===== src/rtl/fifo_arb_pkg.sv =====
// Shared types and sizing helpers for the FIFO-port schedulers.
package fifo_arb_pkg;

   typedef enum logic {
      ARB   = 1'b0,
      BURST = 1'b1
   } arb_state_e;

   localparam int unsigned STALL_CNT_W = 16;

   // Index width for an n-entry requester vector (never narrower than one bit).
   function automatic int unsigned idx_w(input int unsigned n);
      return (n > 1) ? $clog2(n) : 1;
   endfunction

endpackage


===== src/rtl/fifo_wr_arbiter_rr_pick.sv =====
// Rotating-priority search: first set request at or after ptr_i, wrapping to 0.
module rr_pick
   import fifo_arb_pkg::*;
#(
   parameter int unsigned NREQ = 4,
   parameter int unsigned IW   = idx_w(NREQ)
) (
   input  logic [NREQ-1:0] req_i,
   input  logic [IW-1:0]   ptr_i,
   output logic [IW-1:0]   gnt_o,
   output logic            any_o
);

   int unsigned j;

   // Walk offsets from farthest to nearest so the nearest hit wins.
   always_comb begin
      gnt_o = '0;
      any_o = 1'b0;
      j     = 0;
      for (int i = int'(NREQ) - 1; i >= 0; i--) begin
         j = 32'(ptr_i) + 32'(i);
         if (j >= NREQ) j = j - NREQ;
         if (req_i[IW'(j)]) begin
            gnt_o = IW'(j);
            any_o = 1'b1;
         end
      end
   end

endmodule


===== src/rtl/fifo_wr_arbiter.sv =====
// Round-robin burst scheduler sharing one async-FIFO write port among NREQ requesters.
// Optional stall counter output enabled by FIFO_WR_ARB_STATS_EN.
module fifo_wr_arbiter
   import fifo_arb_pkg::*;
#(
   parameter int unsigned DSIZE    = 8,
   parameter int unsigned NREQ     = 4,
   parameter int unsigned MAXBURST = 4
) (
   input  logic                      wclk,
   input  logic                      wrst,
   input  logic [NREQ-1:0]           req_valid,
   input  logic [NREQ*DSIZE-1:0]     req_data,
   input  logic [NREQ-1:0]           req_last,
   output logic [NREQ-1:0]           req_ready,
   input  logic                      wfull,
   output logic                      winc,
   output logic [DSIZE-1:0]          wdata,
   output logic [$clog2(NREQ)-1:0]   grant_id,
`ifdef FIFO_WR_ARB_STATS_EN
   output logic [STALL_CNT_W-1:0]    stall_cnt,
`endif
   output logic                      busy
);

   localparam int unsigned GW = idx_w(NREQ);
   localparam int unsigned BW = $clog2(MAXBURST + 1);

   arb_state_e    state_q, state_d;
   logic [GW-1:0] rr_ptr_q, rr_ptr_d;
   logic [GW-1:0] grant_q, grant_d;
   logic [BW-1:0] beat_q, beat_d;
   logic          busy_q, busy_d;
   logic [GW-1:0] pick_gnt;
   logic          pick_any;
   logic          valid_g, last_g;

   assign valid_g  = req_valid[grant_q];
   assign last_g   = req_last[grant_q];
   assign grant_id = grant_q;
   assign busy     = busy_q;

   rr_pick #(.NREQ(NREQ), .IW(GW)) u_pick (
      .req_i (req_valid),
      .ptr_i (rr_ptr_q),
      .gnt_o (pick_gnt),
      .any_o (pick_any)
   );

   always_ff @(posedge wclk) begin
      if (wrst) begin
         state_q  <= ARB;
         rr_ptr_q <= '0;
         grant_q  <= '0;
         beat_q   <= '0;
         busy_q   <= 1'b0;
      end else begin
         state_q  <= state_d;
         rr_ptr_q <= rr_ptr_d;
         grant_q  <= grant_d;
         beat_q   <= beat_d;
         busy_q   <= busy_d;
      end
   end

   always_comb begin
      state_d  = state_q;
      rr_ptr_d = rr_ptr_q;
      grant_d  = grant_q;
      beat_d   = beat_q;
      unique case (state_q)
         ARB: begin
            if (pick_any) begin
               grant_d = pick_gnt;
               beat_d  = '0;
               state_d = BURST;
            end
         end
         BURST: begin
            if (winc) begin
               beat_d = BW'(beat_q + 1'b1);
               if (last_g || beat_q == BW'(MAXBURST - 1)) begin
                  state_d  = ARB;
                  rr_ptr_d = (grant_q == GW'(NREQ - 1)) ? '0 : GW'(grant_q + 1'b1);
               end
            end
         end
         default: state_d = ARB;
      endcase
      busy_d = (state_d == BURST);
   end

   // Zero-latency write path from the granted requester straight to the FIFO.
   always_comb begin
      winc      = 1'b0;
      req_ready = '0;
      wdata     = '0;
      for (int i = 0; i < int'(NREQ); i++) begin
         if (grant_q == GW'(i)) wdata = req_data[i*DSIZE +: DSIZE];
      end
      if (!wrst && state_q == BURST) begin
         winc               = valid_g && !wfull;
         req_ready[grant_q] = !wfull;
      end
   end

`ifdef FIFO_WR_ARB_STATS_EN
   logic [STALL_CNT_W-1:0] stall_q;

   always_ff @(posedge wclk) begin
      if (wrst) begin
         stall_q <= '0;
      end else if (state_q == BURST && valid_g && wfull && stall_q != '1) begin
         stall_q <= stall_q + 1'b1;
      end
   end

   assign stall_cnt = stall_q;
`endif

endmodule


===== config.mk =====
export PLATFORM = sky130hd
export DESIGN_NAME = fifo_wr_arbiter
export DESIGN_NICKNAME = d
export VERILOG_FILES = /design/src/rtl/fifo_arb_pkg.sv /design/src/rtl/fifo_wr_arbiter_rr_pick.sv /design/src/rtl/fifo_wr_arbiter.sv
export SDC_FILE = /design/constraint.sdc
export NUM_CORES = 1
export LEC_CHECK = 0
export ABC_AREA = 1
export BUFFER_PORTS_ARGS = -buffer_cell sky130_fd_sc_hd__buf_2
export CAP_MARGIN = 10
export CORE_MARGIN = 5
export CORE_UTILIZATION = 43
export CTS_CLUSTER_SIZE = 40
export DETAILED_ROUTE_END_ITERATION = 7
export MAX_ROUTING_LAYER = met4
export PLACE_DENSITY_LB_ADDON = 0.12
export SLEW_MARGIN = 20
export SYNTH_ARGS = -nofsm -noshare
export SYNTH_HDL_FRONTEND = slang
export SYNTH_HIERARCHICAL = 1
export SYNTH_SLANG_ARGS = --single-unit

===== constraint.sdc =====
create_clock -name wclk -period 2 [get_ports wclk]
set_input_delay 0.4 -clock wclk [delete_from_list [all_inputs] [get_ports wclk]]
set_output_delay 0.4 -clock wclk [all_outputs]
set_load 0.1 [all_outputs]

Word-level counts from Yosys, hierarchy flattened
Index checks and enable logic that the tools add are counted.
Word-level totals
  register bits after elaboration: 8
  bits in latches: 0
  bits in writable memories: 0
  memory bits (read-only): 0
  input bits: 43
  output and inout port bits: 16
  logic and storage cells: 81
  memories: 0
Cells by class
  add/sub/neg operators: 9
  $mul: 0
  div/mod/pow operators: 0
  $lt $le $gt $ge: 10
  equality and inequality tests: 6
  shift operators: 0
  muxes and demuxes: 40
  bitwise logic cells: 2
  reductions and logical operators: 10
Operators by type and width (number)
  8-bit two-way mux: 4
  2-bit two-way mux: 9
  2-bit by 3-bit < comparator with 1-bit output (second input constant): 5
  1-bit two-way mux: 15
  1-bit binary-select mux with 2-bit select: 6
  3-bit greater-or-equal comparator (second input constant): 3
  2-bit by 1-bit subtractor with 2-bit output (second input constant): 4
  2-bit by 2-bit adder with 3-bit output (second input constant): 2
  3-bit two-way mux: 2
  3-bit one-hot mux with 2 select lines: 1
  4-bit AND: 1
  2-bit == test (second input constant): 2
  4-bit two-way mux: 1
  2-bit inequality test (second input constant): 2
  2-bit AND reduction: 2
  2-bit by 1-bit adder with 3-bit output (second input constant): 1
  3-bit by 1-bit adder with 3-bit output (second input constant): 1
  3-bit by 2-bit == test with 1-bit output (second input constant): 1
  2-bit by 3-bit greater-or-equal comparator with 1-bit output (second input constant): 1
  1-bit logical AND: 3
  3-bit AND reduction: 1
  2-bit by 1-bit adder with 2-bit output (second input constant): 1
  1-bit demux with 2-bit select: 1
  2-bit by 1-bit == test with 1-bit output (second input constant): 1
  6 further kinds: 7

Longest topological paths before layout
Gate-level depths: netlist of run 1.
  depth after elaboration: 11
  mapped depth: 12
  depth with buffers taken out: 11

Hierarchy
Netlist of run 1, hierarchy kept.
By module, submodules not included
  fifo_wr_arbiter: times used 1, cells each 139, area each 789.5 µm², seq. area each 160.2 µm²
  rr_pick: times used 1, cells each 44, area each 215.2 µm², seq. area each 0.0 µm²

Worst setup path before layout of run 1
OpenSTA, ideal clock, no wires.
  path kind: register to output
  start: reg grant_q[1], in the netlist grant_id[1]
  end: out wdata[0]
  arrival: 4.172 ns
  required time: 1.600 ns
  slack: -2.572 ns
  stages on the path, launching flop included: 9
  buffers on the path: 1
  cells stage by stage: dfxtp_1 > inv_1 > ha_1 > buf_2 > nor2_2 > nand2_1 > nand2_1 > o21ai_0 > o21ai_0
Between the ends
  word-level cells in the longest chain between the ends: 5
  elaborated cells between the ends (all ways): 8
  classes of those cells: eq/ne: 3; mux: 4; reduce/logical: 1
RTL lines
  start, declared: RTL line fifo_wr_arbiter.sv:31  | logic [GW-1:0] grant_q, grant_d;
  start signal, assigned: RTL line fifo_wr_arbiter.sv:60  | grant_q <= grant_d;
  2-bit zero test: RTL line fifo_wr_arbiter.sv:99  | if (grant_q == GW'(i)) wdata = req_data[i*DSIZE +: DSIZE];
  8-bit two-way mux (3 in series): RTL line fifo_wr_arbiter.sv:99
  8-bit two-way mux *: RTL line fifo_wr_arbiter.sv:99
  end, declared: RTL line fifo_wr_arbiter.sv:18  | output logic [DSIZE-1:0] wdata,
Mark *: on every way between the ends. The rest lies on a longest branch, timed or not.

Worst setup path after layout of run 1
  start: reg grant_q[1], in the netlist grant_id[1]
  end: out wdata[7]
Same word-level chain as after synthesis.

==> summary.txt, run 1 <==
Status
  • Run status: finished, violations left
  • Failing checks: negative setup slack

Detailed routing
  • WL/cell: 12.7 um
  • Vias per cell: 5.03
  • DR vias: 1404
  • Total routed wirelength: 3.54 mm
  • 1st-iter DRT viols: 61
  • Post-route ant nets: 0
  • Drt pass-1 iters: 4
  • DRC viols: 0

Finish
  • Fill count: 157
  • N_diodes: 0
  • Share of layout cells above drive strength 1: 0.486
  • Final Cell Area: 1850 um2
  • Multi-input logic area: 876 um2
  • Register Area: 171 um2
  • # nets final: 301
  • Layout area overhead: 84.4%

Pwr
  • Clock power share: 0.078
  • Pwr dens: 968 nW/um2
  • Leak: 0.932 nW
  • Flop pwr share: 0.112
  • Sw Ratio: 0.569
  • Internal power: 0.772 mW
  • Worst vdd ir: 0.711 mV
  • P_sw: 1.02 mW
  • Comb power frac: 0.810

Synth
  • Cell taking the most area after synthesis: nand2_1
  • Mapped Area: 1000 um2
  • Simple-gate area share of the yosys netlist: 0.436
  • Most common cell in the netlist: nand2_1
  • Top FF cell, synth: dfxtp_1
  • Most instantiated cells after synthesis: nand2_1 (53), inv_1 (25), o21ai_0 (17)
  • Mux cell area share after synthesis: 0
  • Synth warnings: 6
  • Largest family of logic cells by synthesized area: simple AND/OR/NAND/NOR gates
  • FFs w/ async S/R, synth: 0
  • Complex-gate fraction of the synthesized area: 0.179
  • Post-Syn Instances: 183
  • Synth Area per Inst: 5.49 um2
  • Seq/Total Area, Yosys: 0.159
  • Xor/xnor share of the synthesized area: 0
  • Top cells by area, synth: nand2_1 (20%), dfxtp_1 (16%), inv_1 (9.3%)
  • Post-synth EDFFs: 0
  • Synth Area in Adders: 0.0747
  • Syn nets: 232
  • Yosys cell types: 23
  • Number of synthesized register bits: 8
  • Synth top area share: 0.198

Place
  • IO buf count: 58
  • Final HPWL DP: 2.82 mm
  • Area after DPL: 1730 um2
  • RD Place Congestion: 0.833
  • Pre-CTS WS: 117 ps

STA
  • Final setup vio count: 8
  • Slew margin rel.: 0.677
  • RSZ-0062 raised after global routing: yes
  • Fin Clk Skew: 16.1 ps
  • Max Fclk: 487 MHz
  • Slew Limit Fails: 0
  • Final Hold Vio Count: 0
  • Transition time of the tightest slew-check pin: 488 ps
  • Fin worst setup slack: -51.6 ps
  • Clock period minus worst slack: 2050 ps
  • Final Cycle Share: 1.03
  • Setup_tns: -249 ps

Worst setup path
  • Setup crit start kind: flop
  • Top cell family by delay on the critical path: flip-flops
  • Sequence of cells on the critical path: inv_6 > ha_4 > nor2_4 > nand2_1 > nand2_1 > o21ai_2 > o21ai_4 > buf_12
  • Buf/Inv on CP: 2
  • Crit-path max cell delay: 390 ps
  • Worst endpoint required time: 1600 ps
  • Crit path max fanout: 8
  • Worst path slowest cell: dfxtp_4
  • WS Path Type: reg2out
  • Critical path endpoint category: output pin
  • WP data arrival: 1650 ps
  • CP most frequent cell: nand2_1

Floorplanning
  • Die X: 58.3 um
  • CORE AREA: 2210 um2
  • Initial Utilization: 0.454
  • Chip height: 58.3 um
  • Placement Rows: 17
  • IO Pins: 59
  • Die ar.: 3400 um2

Global route
  • Largest net degree at the start of global routing: 18
  • Tot GR Track Use: 0.206
  • First-pass GRT wire length: 5.46 mm
  • Initial antenna violation count: 0
  • Residual overflow from global routing: 0
  • Vias in the first global route: 1326

Clock tree
  • CTS Hold Bufs: 0
  • CTS root buf: clkbuf_4
  • Num CTS Buffers: 3
  • CTS tree: yes
  • H-tree depth: 1
  • Clock sink count: 8
  • Register clock-pin slew on the reported worst setup and hold paths: 70 ps
  • Clock buffer depth: 2
  • Clk_lat worst skew: 270 ps

Flow run
  • Max_cap viols: 0

Worst hold path
  • Tightest Hold Check Type: in2reg
## stage by stage
| step | hold WS (ps) | std cells | util | total power [mW] |
|---|---|---|---|---|
| after floorplan | 451 | 183 | - | 1.19 |
| after global placement | 470 | 267 | 0.783 | 1.60 |
| after detailed placement | 486 | 267 | 0.783 | 1.62 |
| after CTS | 363 | 277 | 0.823 | 1.78 |
| after global routing | 362 | 279 | 0.838 | 1.88 |
| final | 368 | 279 | 0.838 | 1.79 |
## cells in the final DEF (no fill, tap or decap), types with 2 or more instances in the layout
cell	instances
nand3_2	2
buf_4	7
inv_4	2
clkbuf_4	3
dfxtp_1	5
o21ai_2	9
buf_2	45
dfxtp_4	3
buf_12	15
o21ai_0	3
o21ai_4	8
nand2_2	6
nand3_1	13
inv_1	22
a21oi_1	13
nor2_1	12
nand2_1	53
inv_2	7
nand4_1	2
nor2_4	6
ha_4	2
ha_1	3
## metal layers
metal | up-vias | wire, um | track usage
met3 | 10 | 264 | 0.0263
met5 | - | 0 | -
met4 | 0 | 63 | 0.0762
li1 | 713 | - | -
met2 | 49 | 1800 | 0.378
met1 | 632 | 1410 | 0.223
## layout make-up
cell class / count / share of cell area
clock buffer: 4 / 0.0142
tap: 28 / 0.0189
timing repair buffer: 68 / 0.325
multi-input combinational: 138 / 0.473
sequential: 8 / 0.0925
inverter: 33 / 0.0763
## worst register-to-register path: cells and delay by family (launching register included)
kind / cells / cell delay, ps
compound gates: 1 / 120
buf+inv: 3 / 310
flops: 1 / 580
simple gates: 5 / 560
## worst paths after layout
path | start | end | slack, ps | cells past startpoint
worst max-delay path | grant_id[1] | wdata[7] | -50 | 8
worst min-delay path | wrst | beat_q[2] | 370 | 2
worst max register to register | rr_ptr_q[0] | beat_q[2] | 350 | 9
worst min register to register | beat_q[1] | beat_q[1] | 490 | 2
## flip-flops by register name, summed over array words and instances, names as in the netlist
name	flops
busy	1
beat_q	3
grant_id	2
rr_ptr_q	2
## power groups by stage
stage / combinational [mW] / clock (mW) / sequential [mW]
3_3_place_gp: 1.39 / 0 / 0.208
4_1_cts: 1.44 / 0.142 / 0.200
5_1_grt: 1.52 / 0.154 / 0.203
3_5_place_dp: 1.41 / 0 / 0.209
6_report: 1.45 / 0.139 / 0.201
2_1_floorplan: 0.912 / 0 / 0.282
## repair_timing
item,4_1_cts,5_1_grt
setup endpoints to repair,8,9
pin swaps,11,6
resized for setup,5,0
cloned,0,1
hold endpoints to repair,0,0
setup buffers,6,1
## cell families after synthesis
logic type               count (synthesis)
AND/OR/NAND/NOR                         97
buffers and inverters                   37
AO/OA/AOI/OAI                           35
flip-flops                               8
adder cells (fa/ha/maj)                  6
No activity file was read; power rests on OpenSTA's default activity.
==> inputs of run 2 (changes only) <==
Settings changed: CORE_ASPECT_RATIO from default to 1.1, GPL_TIMING_DRIVEN from default to 1.
==> summary.txt, run 2 (same netlist as run 1, synthesis figures left out) <==
Status
  • Run status: finished, violations left
  • Failing checks: negative setup slack

Pwr
  • Clock power share: 0.073
  • Flop pwr share: 0.106
  • Comb power frac: 0.821
  • Internal power: 0.816 mW
  • P_sw: 1.08 mW
  • Pwr dens: 973 nW/um2
  • Leak: 0.969 nW
  • Sw Ratio: 0.568
  • Total power draw: 1.89 mW
  • Worst vdd ir: 0.784 mV

STA
  • Transition time of the tightest slew-check pin: 489 ps
  • Fin worst setup slack: -101 ps
  • Fin Clk Skew: 12.0 ps
  • Slew margin rel.: 0.676
  • Final Cycle Share: 1.05
  • Clock period minus worst slack: 2100 ps
  • Final Hold Vio Count: 0
  • Final setup vio count: 8
  • RSZ-0062 raised after global routing: yes
  • Hold_ws: 363 ps
  • Slew Limit Fails: 0
  • Setup_tns: -561 ps
  • Max Fclk: 476 MHz

Worst setup path
  • Worst path slowest cell: dfxtp_4
  • Crit path max fanout: 8
  • Critical Path Sink: wdata[7]
  • WS Path Type: reg2out
  • R2R Path Start: rr_ptr_q[0]
  • Flop2flop setup slack: 330 ps
  • Critical path endpoint category: output pin
  • WP data arrival: 1700 ps
  • RR Endpoint: beat_q[1]
  • Setup crit start kind: flop
  • Worst setup startpoint: grant_id[1]
  • Buf/Inv on CP: 3
  • Sequence of cells on the critical path: inv_4 > ha_4 > inv_4 > nor2_4 > nand2_1 > nand2_1 > o21ai_2 > o21ai_4 > buf_12
  • Crit-path max cell delay: 360 ps
  • Top cell family by delay on the critical path: simple AND/OR/NAND/NOR gates
  • Worst endpoint required time: 1600 ps
  • FF-to-FF path depth: 9
  • Stages on the worst setup path: 9

Place
  • Final HPWL DP: 2.95 mm
  • Placed cells: 269
  • IO buf count: 58
  • Area after DPL: 1730 um2
  • RD Place Congestion: 0.904
  • Pre-CTS WS: 61.6 ps

Finish
  • Commonest cells after routing, fill and taps aside: nand2_1 (51), buf_2 (45), inv_1 (21), buf_12 (15), buf_4 (14)
  • # nets final: 308
  • Final core utilization: 0.863
  • Share of layout cells above drive strength 1: 0.523
  • Commonest non-fill, non-tap cell in the layout: nand2_1
  • Final Cell Area: 1940 um2
  • Multi-input logic area: 902 um2
  • Register Area: 171 um2
  • Layout area overhead: 93.5%
  • Final std cells w/o fill: 288
  • Max reg flops: 3
  • Largest Register: beat_q
  • Fill count: 127
  • N_diodes: 0

Flow run
  • Max_cap viols: 0

Clock tree
  • Clock sink count: 8
  • Register clock-pin slew on the reported worst setup and hold paths: 60 ps
  • Num CTS Buffers: 3
  • Clock buffer depth: 2
  • CTS root buf: clkbuf_4
  • H-tree depth: 1
  • Clk_lat worst skew: 270 ps
  • CTS tree: yes

Global route
  • Tot GR Track Use: 0.245
  • Initial antenna violation count: 0
  • Largest net degree at the start of global routing: 18
  • First-pass GRT wire length: 6.47 mm
  • Residual overflow from global routing: 0
  • Vias in the first global route: 1507

Detailed routing
  • Post-route ant nets: 0
  • DR vias: 1538
  • WL/cell: 15.3 um
  • Total routed wirelength: 4.39 mm
  • DRC viols: 0
  • Drt pass-1 iters: 4
  • Vias per cell: 5.34
  • 1st-iter DRT viols: 99

Floorplanning
  • Chip height: 60.7 um
  • Initial Utilization: 0.446
  • IO Pins: 59
  • Placement Rows: 18
  • Die ar.: 3400 um2
  • Die X: 56.1 um
  • CORE AREA: 2250 um2

Worst hold path
  • Tightest Hold Check Type: in2reg
==> run 2: worst reg2reg max path, delay by kind of cell (launching register included) <==
kind	cells	cell delay (ps)
AO/OA/AOI/OAI	1	140
buffers and inverters	3	310
flip-flops	1	590
AND/OR/NAND/NOR	5	550
==> run 2: power by group through the flow <==
stage | sequential, mW | clock [mW] | combinational [mW]
after CTS | 0.200 | 0.140 | 1.49
after detailed placement | 0.210 | 0 | 1.42
after floorplan | 0.282 | 0 | 0.912
final | 0.200 | 0.137 | 1.55
after global placement | 0.207 | 0 | 1.39
after global routing | 0.203 | 0.148 | 1.63
==> run 2: worst min-delay path by stage <==
stage          cells after the start       from   endpoint
2_1_floorplan                      2  beat_q[2]  beat_q[2]
3_3_place_gp                       2  beat_q[2]  beat_q[2]
3_5_place_dp                       2  beat_q[2]  beat_q[2]
4_1_cts                            2       wrst  beat_q[2]
5_1_grt                            2       wrst  beat_q[2]
6_report                           2       wrst  beat_q[2]
==> run 2: what timing repair did <==
action                                  4_1_cts  5_1_grt
hold buffers                                  0        0
endpoints found under the setup margin        8       10
resized for setup                            10        5
cloned                                        0        1
pin swaps                                    10        8
buffers inserted                             10        4
==> run 2: metal layers <==
metal	vias up	GRT usage	share of wire	routed length, um
li1	729	-	-	-
met1	686	0.250	0.36	1600
met2	102	0.484	0.52	2280
met3	21	0.0383	0.078	344
met4	0	0.0746	0.038	165
met5	-	-	0	0
==> run 2: area by class of cell <==
cell class                      instances  area share
Sequential cell                         8      0.0882
Clock buffer                            4      0.0135
Tap cell                               30      0.0193
Inverter                               33      0.0779
Timing Repair Buffer                   75       0.337
Multi-Input combinational cell        138       0.464
==> inputs of run 3 (changes only) <==
Settings changed: CORE_UTILIZATION 43 to 39, RECOVER_POWER from default to 100.
Clock period 2 ns to 1.7 ns, I/O delays scaled along.
==> summary.txt, run 3 (same netlist as run 1, synthesis figures left out) <==
Finish
  • # nets final: 312
  • N_diodes: 0
  • Max reg flops: 3
  • Commonest cells after routing, fill and taps aside: nand2_1 (50), buf_2 (42), inv_1 (20), buf_4 (18), buf_12 (14)
  • Final Cell Area: 1950 um2
  • Final std cells w/o fill: 293
  • Largest Register: beat_q
  • Commonest non-fill, non-tap cell in the layout: nand2_1
  • Fill count: 193
  • Layout area overhead: 93.9%
  • Share of layout cells above drive strength 1: 0.531

Worst setup path
  • Worst endpoint required time: 1360 ps
  • R2R Path Start: rr_ptr_q[0]
  • Critical Path Sink: wdata[0]
  • Worst setup startpoint: grant_id[1]
  • Setup crit start kind: flop
  • WP data arrival: 1650 ps
  • RR Endpoint: grant_id[0]
  • Critical path endpoint category: output pin
  • Crit path max fanout: 8
  • WS Path Type: reg2out
  • FF-to-FF path depth: 10
  • Flop2flop setup slack: 140 ps

Worst hold path
  • Tightest Hold Check Type: in2reg

STA
  • RSZ-0062 raised after global routing: yes
  • Final setup vio count: 10
  • Fin Clk Skew: 8.77 ps
  • Transition time of the tightest slew-check pin: 540 ps
  • Final Hold Vio Count: 0
  • Final Cycle Share: 1.17
  • Max Fclk: 502 MHz
  • Fin worst setup slack: -294 ps
  • Clock period minus worst slack: 1990 ps
  • Slew margin rel.: 0.641
  • Slew Limit Fails: 0

Place
  • RD Place Congestion: 0.860
  • Area after DPL: 1820 um2
  • Placed cells: 283
  • IO buf count: 58
  • Final HPWL DP: 2.75 mm

Floorplanning
  • Die ar.: 3690 um2
  • Chip height: 63.2 um
  • CORE AREA: 2500 um2
  • Initial Utilization: 0.403
  • IO Pins: 59
  • Die X: 58.4 um
  • Placement Rows: 19

Clock tree
  • Register clock-pin slew on the reported worst setup and hold paths: 60 ps
  • Clock sink count: 8
  • Clk_lat worst skew: 260 ps
  • Num CTS Buffers: 3
  • CTS root buf: clkbuf_4
  • CTS Hold Bufs: 0
  • H-tree depth: 1
  • Clock buffer depth: 2
  • CTS tree: yes

Global route
  • Tot GR Track Use: 0.194
  • Residual overflow from global routing: 0
  • Vias in the first global route: 1372
  • First-pass GRT wire length: 5.70 mm
  • Largest net degree at the start of global routing: 18
  • Initial antenna violation count: 0

Detailed routing
  • 1st-iter DRT viols: 41
  • DR vias: 1387
  • Post-route ant nets: 0
  • Vias per cell: 4.73
  • Drt pass-1 iters: 4
  • WL/cell: 11.4 um
  • Total routed wirelength: 3.34 mm
  • DRC viols: 0

Pwr
  • Internal power: 0.938 mW
  • Pwr dens: 1100 nW/um2
  • Comb power frac: 0.814
  • Worst vdd ir: 0.972 mV
  • Flop pwr share: 0.111
  • P_sw: 1.20 mW
  • Total power draw: 2.14 mW
  • Leak: 0.980 nW
  • Sw Ratio: 0.562
  • Clock power share: 0.075

Status
  • Run status: finished, violations left
  • Failing checks: negative setup slack

Flow run
  • Max_cap viols: 0
## run 3: cell count changes in the layout (fill, tap and decap cells not counted), moves of 2 or more
| cell | delta |
|---|---|
| buf_2 | -3 |
| clkbuf_2 | +3 |
| buf_4 | +4 |
| buf_6 | +2 |
## run 3: worst min path at each step
| stage | startpoint | end | slack (ps) | depth (start not counted) |
|---|---|---|---|---|
| finish | wrst | beat_q[2] | 390 | 3 |
| global route | wrst | beat_q[2] | 390 | 3 |
| detailed placement | beat_q[2] | beat_q[2] | 470 | 2 |
| floorplan | wrst | beat_q[1] | 410 | 1 |
| CTS | wrst | beat_q[2] | 370 | 3 |
| global placement | beat_q[1] | beat_q[1] | 470 | 2 |
## run 3: per-stage QoR
stage,hold WS [ps],setup TNS (ps),util,worst slack (ps)
2_1_floorplan,409,-4400,-,-455
3_3_place_gp,468,-279,0.729,-43.6
3_5_place_dp,469,-427,0.729,-63.6
4_1_cts,374,-2310,0.773,-267
5_1_grt,394,-3430,0.780,-370
6_report,390,-2420,0.780,-294
## run 3: timing repair
action,CTS,global route
endpoints found under the setup margin,13,18
setup buffers,5,1
gates cloned,0,0
pin swaps,15,7
resized for setup,13,6
## run 3: worst max-delay path, cell delays in order (launching register included)
cell and delay [ps]:
dfxtp_4 380, inv_4 50, ha_4 180, nor2_4 200
nand2_1 80, nand2_1 80, o21ai_2 70, o21ai_4 170
buf_12 190
## run 3: power groups by stage
stage          combinational, mW  sequential (mW)  clock [mW]
2_1_floorplan               1.07            0.331           0
3_3_place_gp                1.70            0.237           0
3_5_place_dp                1.71            0.238           0
4_1_cts                     1.74            0.236       0.163
5_1_grt                     1.84            0.241       0.179
6_report                    1.74            0.238       0.160
## run 3: area by class of cell
type                       instances  area [um2]  area share
clock buffer                       4        26.3      0.0135
inverter                          33         146      0.0751
multi-input combinational        138         901       0.462
sequential                         8         173      0.0886
tap                               31        38.8      0.0199
timing repair buffer              79         663       0.340
## run 3: routing by layer
layer	global-route usage	wire length, um	vias up
li1	-	-	735
met1	0.217	1400	591
met2	0.348	1650	56
met3	0.0286	255	5
met4	0.0580	33	0
met5	-	0	-
